**src/rtl/conv_window_read_sequencer_if.sv**
```systemverilog
// Read-side bundle of the convolution window sequencer: RAM read port plus the
// pixel stream (valid/ready with window/frame markers) towards the MAC array.
interface conv_window_read_sequencer_if #(
    parameter int unsigned ADDR_W = 19
);
    logic [ADDR_W-1:0] ram_addr;
    logic              ram_re;
    logic [7:0]        ram_data;
    logic [7:0]        pix_data;
    logic              pix_vld;
    logic              pix_rdy;
    logic              pix_last;
    logic              frame_last;
    logic [9:0]        win_row;
    logic [6:0]        win_col;

    modport master (
        output ram_addr,
        output ram_re,
        input  ram_data,
        output pix_data,
        output pix_vld,
        input  pix_rdy,
        output pix_last,
        output frame_last,
        output win_row,
        output win_col
    );

    modport slave (
        input  ram_addr,
        input  ram_re,
        output ram_data,
        input  pix_data,
        input  pix_vld,
        output pix_rdy,
        input  pix_last,
        input  frame_last,
        input  win_row,
        input  win_col
    );
endinterface

```
**src/rtl/conv_window_read_sequencer.sv**
```systemverilog
// Scans a row-major IMG_H x IMG_W feature map as K x K stride-1 windows, one RAM read
// per cycle, streaming pixels with window/frame markers over a valid/ready handshake.
module conv_window_read_sequencer #(
    parameter int unsigned ADDR_W = 19,
    parameter int unsigned IMG_W  = 5,
    parameter int unsigned IMG_H  = 4,
    parameter int unsigned K      = 3,
    parameter int unsigned BASE   = 0
) (
    input  logic                          clk,
    input  logic                          rst,
    input  logic                          start_i,
    output logic                          busy_o,
    output logic                          done_o,
    conv_window_read_sequencer_if.master  bus
);

    localparam logic [2:0]        KLast       = 3'(K - 1);
    localparam logic [6:0]        OcolLast    = 7'(IMG_W - K);
    localparam logic [9:0]        OrowLast    = 10'(IMG_H - K);
    localparam logic [ADDR_W-1:0] BaseAddr    = ADDR_W'(BASE);
    localparam logic [ADDR_W-1:0] AddrOne     = ADDR_W'(1);
    localparam logic [ADDR_W-1:0] RowStep     = ADDR_W'(IMG_W);
    localparam logic [ADDR_W-1:0] RowWrapStep = ADDR_W'(K);

    typedef enum logic [1:0] {
        StIdle,
        StRun,
        StDrain,
        StDone
    } state_e;

    state_e state_q, state_d;

    // Scan counters describe the read that will be issued next.
    logic [2:0] kc_q, kc_d;
    logic [2:0] kr_q, kr_d;
    logic [6:0] ocol_q, ocol_d;
    logic [9:0] orow_q, orow_d;

    // addr_q: next read; row_ptr_q: start of current kernel row; win_ptr_q: window origin.
    logic [ADDR_W-1:0] addr_q, addr_d;
    logic [ADDR_W-1:0] row_ptr_q, row_ptr_d;
    logic [ADDR_W-1:0] win_ptr_q, win_ptr_d;

    // Sideband registered with each read so it lines up with the RAM output register.
    logic       vld_q, vld_d;
    logic       last_q, last_d;
    logic       flast_q, flast_d;
    logic [9:0] win_row_q, win_row_d;
    logic [6:0] win_col_q, win_col_d;

    logic issue;
    logic hs;
    logic kc_wrap;
    logic kr_wrap;
    logic ocol_wrap;
    logic final_rd;

    assign kc_wrap   = (kc_q == KLast);
    assign kr_wrap   = (kr_q == KLast);
    assign ocol_wrap = (ocol_q == OcolLast);
    assign final_rd  = kc_wrap & kr_wrap & ocol_wrap & (orow_q == OrowLast);

    // A read may issue whenever the output slot is empty or being emptied this cycle.
    assign issue = (state_q == StRun) & (~vld_q | bus.pix_rdy);
    assign hs    = vld_q & bus.pix_rdy;

    always_comb begin
        state_d   = state_q;
        kc_d      = kc_q;
        kr_d      = kr_q;
        ocol_d    = ocol_q;
        orow_d    = orow_q;
        addr_d    = addr_q;
        row_ptr_d = row_ptr_q;
        win_ptr_d = win_ptr_q;
        last_d    = last_q;
        flast_d   = flast_q;
        win_row_d = win_row_q;
        win_col_d = win_col_q;
        vld_d     = issue | (vld_q & ~bus.pix_rdy);

        unique case (state_q)
            StIdle: begin
                if (start_i) begin
                    state_d   = StRun;
                    kc_d      = '0;
                    kr_d      = '0;
                    ocol_d    = '0;
                    orow_d    = '0;
                    addr_d    = BaseAddr;
                    row_ptr_d = BaseAddr;
                    win_ptr_d = BaseAddr;
                end
            end

            StRun: begin
                if (issue) begin
                    last_d    = kc_wrap & kr_wrap;
                    flast_d   = final_rd;
                    win_row_d = orow_q;
                    win_col_d = ocol_q;
                    if (final_rd) begin
                        state_d = StDrain;
                    end else if (!kc_wrap) begin
                        kc_d   = kc_q + 3'd1;
                        addr_d = addr_q + AddrOne;
                    end else if (!kr_wrap) begin
                        kc_d      = '0;
                        kr_d      = kr_q + 3'd1;
                        row_ptr_d = row_ptr_q + RowStep;
                        addr_d    = row_ptr_q + RowStep;
                    end else if (!ocol_wrap) begin
                        kc_d      = '0;
                        kr_d      = '0;
                        ocol_d    = ocol_q + 7'd1;
                        win_ptr_d = win_ptr_q + AddrOne;
                        row_ptr_d = win_ptr_q + AddrOne;
                        addr_d    = win_ptr_q + AddrOne;
                    end else begin
                        // Last window of a row: origin jumps past the K-1 unused columns.
                        kc_d      = '0;
                        kr_d      = '0;
                        ocol_d    = '0;
                        orow_d    = orow_q + 10'd1;
                        win_ptr_d = win_ptr_q + RowWrapStep;
                        row_ptr_d = win_ptr_q + RowWrapStep;
                        addr_d    = win_ptr_q + RowWrapStep;
                    end
                end
            end

            StDrain: begin
                if (hs) begin
                    state_d = StDone;
                end
            end

            StDone: begin
                state_d = StIdle;
            end

            default: begin
                state_d = StIdle;
            end
        endcase
    end

    always_ff @(posedge clk) begin
        if (rst) begin
            state_q   <= StIdle;
            kc_q      <= '0;
            kr_q      <= '0;
            ocol_q    <= '0;
            orow_q    <= '0;
            addr_q    <= '0;
            row_ptr_q <= '0;
            win_ptr_q <= '0;
            vld_q     <= 1'b0;
            last_q    <= 1'b0;
            flast_q   <= 1'b0;
            win_row_q <= '0;
            win_col_q <= '0;
        end else begin
            state_q   <= state_d;
            kc_q      <= kc_d;
            kr_q      <= kr_d;
            ocol_q    <= ocol_d;
            orow_q    <= orow_d;
            addr_q    <= addr_d;
            row_ptr_q <= row_ptr_d;
            win_ptr_q <= win_ptr_d;
            vld_q     <= vld_d;
            last_q    <= last_d;
            flast_q   <= flast_d;
            win_row_q <= win_row_d;
            win_col_q <= win_col_d;
        end
    end

    assign busy_o         = (state_q == StRun) | (state_q == StDrain);
    assign done_o         = (state_q == StDone);
    assign bus.ram_re     = issue;
    assign bus.ram_addr   = addr_q;
    assign bus.pix_data   = bus.ram_data;
    assign bus.pix_vld    = vld_q;
    assign bus.pix_last   = last_q;
    assign bus.frame_last = flast_q;
    assign bus.win_row    = win_row_q;
    assign bus.win_col    = win_col_q;

endmodule
```
**src/flat_wrapper.sv**
```systemverilog
// flat-port wrapper written by rule: the top's interface ports become plain ports
module conv_window_read_sequencer_flat 
#(
    parameter int unsigned ADDR_W = 19,
    parameter int unsigned IMG_W  = 5,
    parameter int unsigned IMG_H  = 4,
    parameter int unsigned K      = 3,
    parameter int unsigned BASE   = 0
)
  (clk, rst, start_i, busy_o, done_o, bus_ram_addr, bus_ram_re, bus_ram_data, bus_pix_data, bus_pix_vld, bus_pix_rdy, bus_pix_last, bus_frame_last, bus_win_row, bus_win_col);
  conv_window_read_sequencer_if #(.ADDR_W(ADDR_W)) bus_i ();
  input  logic clk;
  input  logic rst;
  input  logic start_i;
  output logic busy_o;
  output logic done_o;
  output wire logic [$bits(bus_i.ram_addr)-1:0] bus_ram_addr;
  output wire logic [$bits(bus_i.ram_re)-1:0] bus_ram_re;
  input wire logic [$bits(bus_i.ram_data)-1:0] bus_ram_data;
  output wire logic [$bits(bus_i.pix_data)-1:0] bus_pix_data;
  output wire logic [$bits(bus_i.pix_vld)-1:0] bus_pix_vld;
  input wire logic [$bits(bus_i.pix_rdy)-1:0] bus_pix_rdy;
  output wire logic [$bits(bus_i.pix_last)-1:0] bus_pix_last;
  output wire logic [$bits(bus_i.frame_last)-1:0] bus_frame_last;
  output wire logic [$bits(bus_i.win_row)-1:0] bus_win_row;
  output wire logic [$bits(bus_i.win_col)-1:0] bus_win_col;
  assign bus_ram_addr = bus_i.ram_addr;
  assign bus_ram_re = bus_i.ram_re;
  assign bus_i.ram_data = bus_ram_data;
  assign bus_pix_data = bus_i.pix_data;
  assign bus_pix_vld = bus_i.pix_vld;
  assign bus_i.pix_rdy = bus_pix_rdy;
  assign bus_pix_last = bus_i.pix_last;
  assign bus_frame_last = bus_i.frame_last;
  assign bus_win_row = bus_i.win_row;
  assign bus_win_col = bus_i.win_col;
  conv_window_read_sequencer #(.ADDR_W(ADDR_W), .IMG_W(IMG_W), .IMG_H(IMG_H), .K(K), .BASE(BASE)) u_core (.clk(clk), .rst(rst), .start_i(start_i), .busy_o(busy_o), .done_o(done_o), .bus(bus_i));
endmodule
```
**config.mk**
```make
export PLATFORM = sky130hd
export DESIGN_NAME = conv_window_read_sequencer_flat
export DESIGN_NICKNAME = d
export VERILOG_FILES = /design/src/rtl/conv_window_read_sequencer_if.sv /design/src/rtl/conv_window_read_sequencer.sv /design/src/flat_wrapper.sv
export SDC_FILE = /design/constraint.sdc
export NUM_CORES = 1
export LEC_CHECK = 0
export CORE_ASPECT_RATIO = 0.6
export CORE_MARGIN = 1.5
export CORE_UTILIZATION = 59
export CTS_BUF_LIST = sky130_fd_sc_hd__clkbuf_4 sky130_fd_sc_hd__clkbuf_8
export DETAILED_ROUTE_END_ITERATION = 6
export PLACE_DENSITY = 0.83
export SETUP_SLACK_MARGIN = 0.3
export SLEW_MARGIN = 30
export SYNTH_ARGS = -nofsm -noshare
export SYNTH_HDL_FRONTEND = slang
export SYNTH_SLANG_ARGS = --single-unit
```
**constraint.sdc**
```tcl
create_clock -name clk -period 3.95 [get_ports clk]
set_clock_uncertainty 0.2 [all_clocks]
set_input_delay 0.79 -clock clk [delete_from_list [all_inputs] [get_ports clk]]
set_output_delay 0.79 -clock clk [all_outputs]
set_load 0.05 [all_outputs]
```
# Word-level counts from Yosys, hierarchy flattened
# Cells that the tools add are included.
totals:
  elab_cells: 100
  ff_bits: 102
  inputBits: 12
  out_inout_bits: 50
op_classes:
  eq_ne: 15
  n_bitwise: 11
  reduce_logical: 8
  n_addsub: 8
  mux: 45
ops:
  columns: ["operator", "n"]
  rows:
  - ["$mux 19", 13]
  - ["$pmux 19 s2", 3]
  - ["$mux 10", 6]
  - ["$mux 7", 6]
  - ["$add 19x1->19 const B", 2]
  - ["$mux 3", 8]
  - ["$pmux 10 s2", 1]
  - ["$add 19x2->19 const B", 1]
  - ["$add 19x3->19 const B", 1]
  - ["$pmux 7 s2", 1]
  - ["$ne 2x1->1 const B", 6]
  - ["$pmux 3 s2", 2]
  - ["$add 10x1->10 const B", 1]
  - ["$eq 10x1->1 const B", 1]
  - ["$mux 2", 4]
  - ["$pmux 2 s4", 1]
  - ["$reduce_and 4->1", 2]
  - ["$add 7x1->7 const B", 1]
  - ["$eq 7x2->1 const B", 1]
  - ["$reduce_and 7->1", 1]
  - ["$add 3x1->3 const B", 2]
  - ["$and 1x1->1", 6]
  - ["$eq 3x2->1 const B", 2]
  - ["$reduce_and 6->1", 1]
  - ["9 further kinds", 14]

# Logic depth before layout (Yosys ltp)
logic_depth:
  ltp_word: 7
  mapped_depth: 10
  ltp_nobuf: 10

# Least setup slack after synthesis
# OpenSTA, ideal clock, no wires.
synth_timing:
  path_kind: "register to register"
  startpoint: "register u_core.ocol_q[2]"
  endpoint: "register u_core.addr_q[18], in the netlist u_core.bus.ram_addr[18]"
  n_path_buf: 0
  setup_ns: 0.139
  arrival_time_ns: 2.468
  slack_ns: 1.144
  t_required_ns: 3.611
  path_stages_with_launch: 10
  synth_period_minus_slack_ns: 2.806
  cell_sequence: "dfxtp_1 > nor4_1 > nand3b_1 > inv_1 > fa_1 > nand3_2 > nor4_1 > nand3_1 > xor2_1 > o221ai_1"
synth_between:
  elab_chain_len: 7
  elab_cells_between_ends: 11
  cone_classes: "eq/ne: 2; mux: 6; bitwise: 2; reduce/logical: 1"
synth_rtl:
  columns: ["element", "line", "source"]
  rows:
  - ["from (decl)", "conv_window_read_sequencer.sv:38", "logic [6:0] ocol_q, ocol_d;"]
  - ["from (signal assigned)", "conv_window_read_sequencer.sv:169", "ocol_q <= ocol_d;"]
  - ["$eq 7x2->1 *", "conv_window_read_sequencer.sv:62", "assign ocol_wrap = (ocol_q == OcolLast);"]
  - ["$mux 19", "conv_window_read_sequencer.sv:114", "end else if (!ocol_wrap) begin"]
  - ["$mux 19", "conv_window_read_sequencer.sv:109", "end else if (!kr_wrap) begin"]
  - ["$mux 19", "conv_window_read_sequencer.sv:106", "end else if (!kc_wrap) begin"]
  - ["$mux 19", "conv_window_read_sequencer.sv:104", "if (final_rd) begin"]
  - ["$mux 19", "conv_window_read_sequencer.sv:99", "if (issue) begin"]
  - ["$pmux 19 s2", "conv_window_read_sequencer.sv:84", "unique case (state_q)"]
  - ["to (signal assigned)", "conv_window_read_sequencer.sv:171", "addr_q <= addr_d;"]
  - ["to (decl)", "conv_window_read_sequencer.sv:42", "logic [ADDR_W-1:0] addr_q, addr_d;"]
# Mark *: on every way between the ends. The rest lies on a longest branch, timed or not. The select of a mux whose other input is x is not followed.
# A chain may end at the register's enable or synchronous reset.

# Worst setup path in the final report
layout_timing:
  startpoint: "register u_core.ocol_q[2]"
  endpoint: "register u_core.row_ptr_q[14]"
layout_between:
  elab_chain_len: 7
  elab_cells_between_ends: 11
  cone_classes: "eq/ne: 2; mux: 6; bitwise: 2; reduce/logical: 1"
layout_rtl:
  columns: ["element", "line", "source"]
  rows:
  - ["$eq 7x2->1 *", "conv_window_read_sequencer.sv:62", null]
  - ["$mux 19", "conv_window_read_sequencer.sv:114", null]
  - ["$mux 19", "conv_window_read_sequencer.sv:109", null]
  - ["$mux 19", "conv_window_read_sequencer.sv:106", null]
  - ["$mux 19", "conv_window_read_sequencer.sv:104", null]
  - ["$mux 19", "conv_window_read_sequencer.sv:99", null]
  - ["$pmux 19 s2", "conv_window_read_sequencer.sv:84", null]
  - ["to (signal assigned)", "conv_window_read_sequencer.sv:172", "row_ptr_q <= row_ptr_d;"]
  - ["to (decl)", "conv_window_read_sequencer.sv:43", "logic [ADDR_W-1:0] row_ptr_q, row_ptr_d;"]
# Marked as above.

==> results.sh <==
export IMPL_power_density_nw_per_um2=429.3
export IMPL_grt_pass1_vias=5332
export IMPL_grt_max_degree=26
export IMPL_grt_busiest_layer="met1"
export IMPL_p_leak_nw=2.119
export IMPL_hold_buffers=0
export IMPL_synth_top_flop_cell="dfxtp_1"
export IMPL_wl_mm=17.63
export IMPL_cts_sinks=102
export IMPL_worstReg2RegStart="u_core.ocol_q[2]"
export IMPL_setup_viol=0
export IMPL_switching_share_pct=39.43
export IMPL_core_area_sq_um=9392
export IMPL_dieHeight_um=80.05
export IMPL_grt_first_pass_wirelength_mm=28.19
export IMPL_clock_latency_ps=380
export IMPL_cap_violations=0
export IMPL_p_seq_share_pct=39.3
export IMPL_multi_input_comb_area_sq_um=3476
export IMPL_wl_per_cell_um=19.97
export IMPL_portBuffers=45
export IMPL_startpoint="u_core.ocol_q[2]"
export IMPL_clock_root_buffer="clkbuf_8"
export IMPL_syn_inst=723
export IMPL_drcViolationCount=0
export IMPL_worstMarginPinSlew_ps=923.5
export IMPL_rr_endpoint="u_core.row_ptr_q[14]"
export IMPL_drive_above_1_share_pct=6.773
export IMPL_hold_violations=0
export IMPL_ioPinCount=62
export IMPL_fillers=750
export IMPL_antenna_cells=0
export IMPL_drt_first_pass_iters=6
export IMPL_tns_ps=0
export IMPL_hpwl_mm=12.63
export IMPL_syn_nets=748
export IMPL_status="finished, final reports clean"
export IMPL_holdCritPathClass="flip-flop to flip-flop"
export IMPL_combPwrFrac_pct=34.5
export IMPL_place_gp_congestion=0.9931
export IMPL_regArea_sq_um=2042
export IMPL_crit_path_end="u_core.row_ptr_q[14]"
export IMPL_worstSetupStartpointType="flip-flop"
export IMPL_pwr_share_clk_pct=26.2
export IMPL_cts_setup_buffers=0
export IMPL_die_w_um=131.4
export IMPL_worstPathArrival_ps=3300
export IMPL_timing_fmax_mhz=311.1
export IMPL_dp_slack_ps=634.5
export IMPL_met3_usage_pct=12.32
export IMPL_start_util_pct=62.15
export IMPL_final_util_pct=69.96
export IMPL_power_switching_w=0.001112
export IMPL_drtAntennaViolNets=0
export IMPL_final_max_slew_viol_count=0
export IMPL_finalCritPeriodShare_pct=81.37
export IMPL_synth_edf_count=0
export IMPL_power_internal_w=0.001708
export IMPL_finalNetCount=774
export IMPL_vias=6037
export IMPL_grt_overflow=0
export IMPL_ctsHtreeMaxLevel=3
export IMPL_rrSetupSlack_ps=740
export IMPL_num_rows=27
export IMPL_grtUsageMet1_pct=50.24
export IMPL_clockBufferDepth=2
export IMPL_worst_r2r_path_depth=9
export IMPL_syn_area_sq_um=5837
export IMPL_endpoint_kind="flip-flop"
export IMPL_vdd_drop_max_v=0.0002732
export IMPL_clkSlewWorstSetupHoldPaths_ps=100
export IMPL_postLayoutSetupSlackWorst_ps=735.7
export IMPL_seq_area_frac_synth_pct=34.98
export IMPL_ctsResizeCount=0
export IMPL_placed_area_sq_um=6349
export IMPL_period_minus_slack_ps=3214
export IMPL_die_area_sq_um=10520
export IMPL_synth_seq_cells=102
export IMPL_numCtsBuffers=9
export IMPL_synth_avg_cell_area_sq_um=8.073
export IMPL_grt_util_met2_pct=46.47
export IMPL_grt_usage_pct=33.94
export IMPL_async_flop_share_pct=0
export IMPL_antenna_found_initial=0
export IMPL_rsz0062_at_grt="no"
export IMPL_area_growth_pct=12.56
export IMPL_cts_tree="built"
export IMPL_synth_warnings=0
export IMPL_path_class="flip-flop to flip-flop"
export IMPL_routed_via_density=6.837
export IMPL_hp_start="u_core.bus.win_row[1]"
export IMPL_cp_required_ps=4040
export IMPL_fin_area_sq_um=6570
export IMPL_drt_first_iter_violations=936
export IMPL_worstPathMaxFanout=10
export IMPL_slew_headroom_pct=38.16
export IMPL_ys_types=76
export IMPL_total_power_w=0.002821
cells in the mapped netlist, types with 15 or more instances:
| master | instances | share of area [%] |
|---|---|---|
| nand4_1 | 18 | 1.9 |
| clkbuf_1 | 21 | 1.4 |
| nand2_1 | 84 | 5.4 |
| a21oi_1 | 68 | 5.8 |
| dfxtp_1 | 102 | 35 |
| nand3_1 | 29 | 2.5 |
| nor2_1 | 32 | 2.1 |
| nor4_1 | 15 | 1.6 |
| a31oi_1 | 16 | 1.7 |
| nor3_1 | 19 | 1.6 |
| xnor2_1 | 24 | 3.6 |
| o21ai_0 | 42 | 3.6 |
| inv_1 | 20 | 1.3 |
critical path, stage by stage, from the launching register on:
cell      delay, ps
dfxtp_1         360
nor4_1          440
nand3b_1        200
inv_1           130
fa_1            290
nand3_2         260
nor4_1          620
xor2_1          220
nor2_1           80
o32ai_1         310
kinds of logic (layout without fill, tap and decap cells):
kind of cell	Yosys count	in the layout	synth area share, %
AND/OR/NAND/NOR	272	272	25.10
buffers and inverters	71	101	5.466
XOR/XNOR	33	33	4.952
adder cells (fa/ha/maj)	13	13	2.915
flip-flops	102	102	34.98
multiplexers	6	6	1.050
AO/OA/AOI/OAI	226	226	25.53
how the worst min path moves through the flow:
| stage | slack, ps | to | cells after the start |
|---|---|---|---|
| after floorplan | 250 | u_core.bus.win_col[6] | 2 |
| after global placement | 240 | u_core.bus.win_row[5] | 2 |
| after detailed placement | 250 | u_core.bus.win_row[4] | 2 |
| after CTS | 260 | u_core.bus.win_row[6] | 2 |
| after global routing | 270 | u_core.bus.win_row[2] | 2 |
| final | 260 | u_core.bus.win_row[1] | 2 |
layout make-up:
cell class / instances / area share [%]
clock buffer: 10 / 2.095
sequential: 102 / 31.08
tap: 130 / 2.476
clock inverter: 5 / 1.276
multi-input combinational: 550 / 52.90
inverter: 22 / 1.257
timing repair buffer: 64 / 8.913
power by group through the flow:
stage	clock, W	sequential, W	combinational, W
floorplan	0	0.00115	0.000642
global placement	0	0.00112	0.000911
detailed placement	0	0.00113	0.000940
CTS	0.000737	0.00111	0.000942
global route	0.000776	0.00112	0.00105
finish	0.000740	0.00111	0.000973
through the flow:
| stage | hold slack (ps) | instances |
|---|---|---|
| 6_report | 258.0 | 883 |
| 5_1_grt | 274.1 | 883 |
| 4_1_cts | 258.1 | 883 |
| 3_5_place_dp | 245.3 | 868 |
| 3_3_place_gp | 240.4 | 868 |
| 2_1_floorplan | 250.3 | 723 |
layer usage:
metal / up-vias / routed length [um]
li1: 2765 / -
met1: 2811 / 7984
met2: 434 / 7074
met3: 27 / 2408
met4: 0 / 163
met5: - / 0
layout by cell type, fill, tap and decap left out, types with 9 or more instances in the layout:
cell and instances:
a21oi_1 68, xnor2_1 24, a31oi_1 16, o21ai_0 42
buf_4 20, or3_1 11, dfxtp_1 102, nand2_1 84
xor2_1 9, nor3_1 19, and3_1 10, nor4_1 15
or4_1 13, nand4_1 18, clkbuf_8 10, nor2_1 32
inv_1 20, ha_1 12, o31ai_1 14, nand3_1 29
clkdlybuf4s50_1 43
sequential cells by signal, summed over array words and instances, names as in the netlist:
register	cells
u_core.bus.ram_addr	19
u_core.row_ptr_q	19
u_core.ocol_q	7
u_core.state_q	2
u_core.win_ptr_q	19
u_core.bus.win_row	10
u_core.bus.frame_last	1
u_core.kr_q	3
u_core.kc_q	3
u_core.bus.pix_vld	1
u_core.bus.win_col	7
u_core.bus.pix_last	1
u_core.orow_q	10
(Power assumes the default switching activity.)
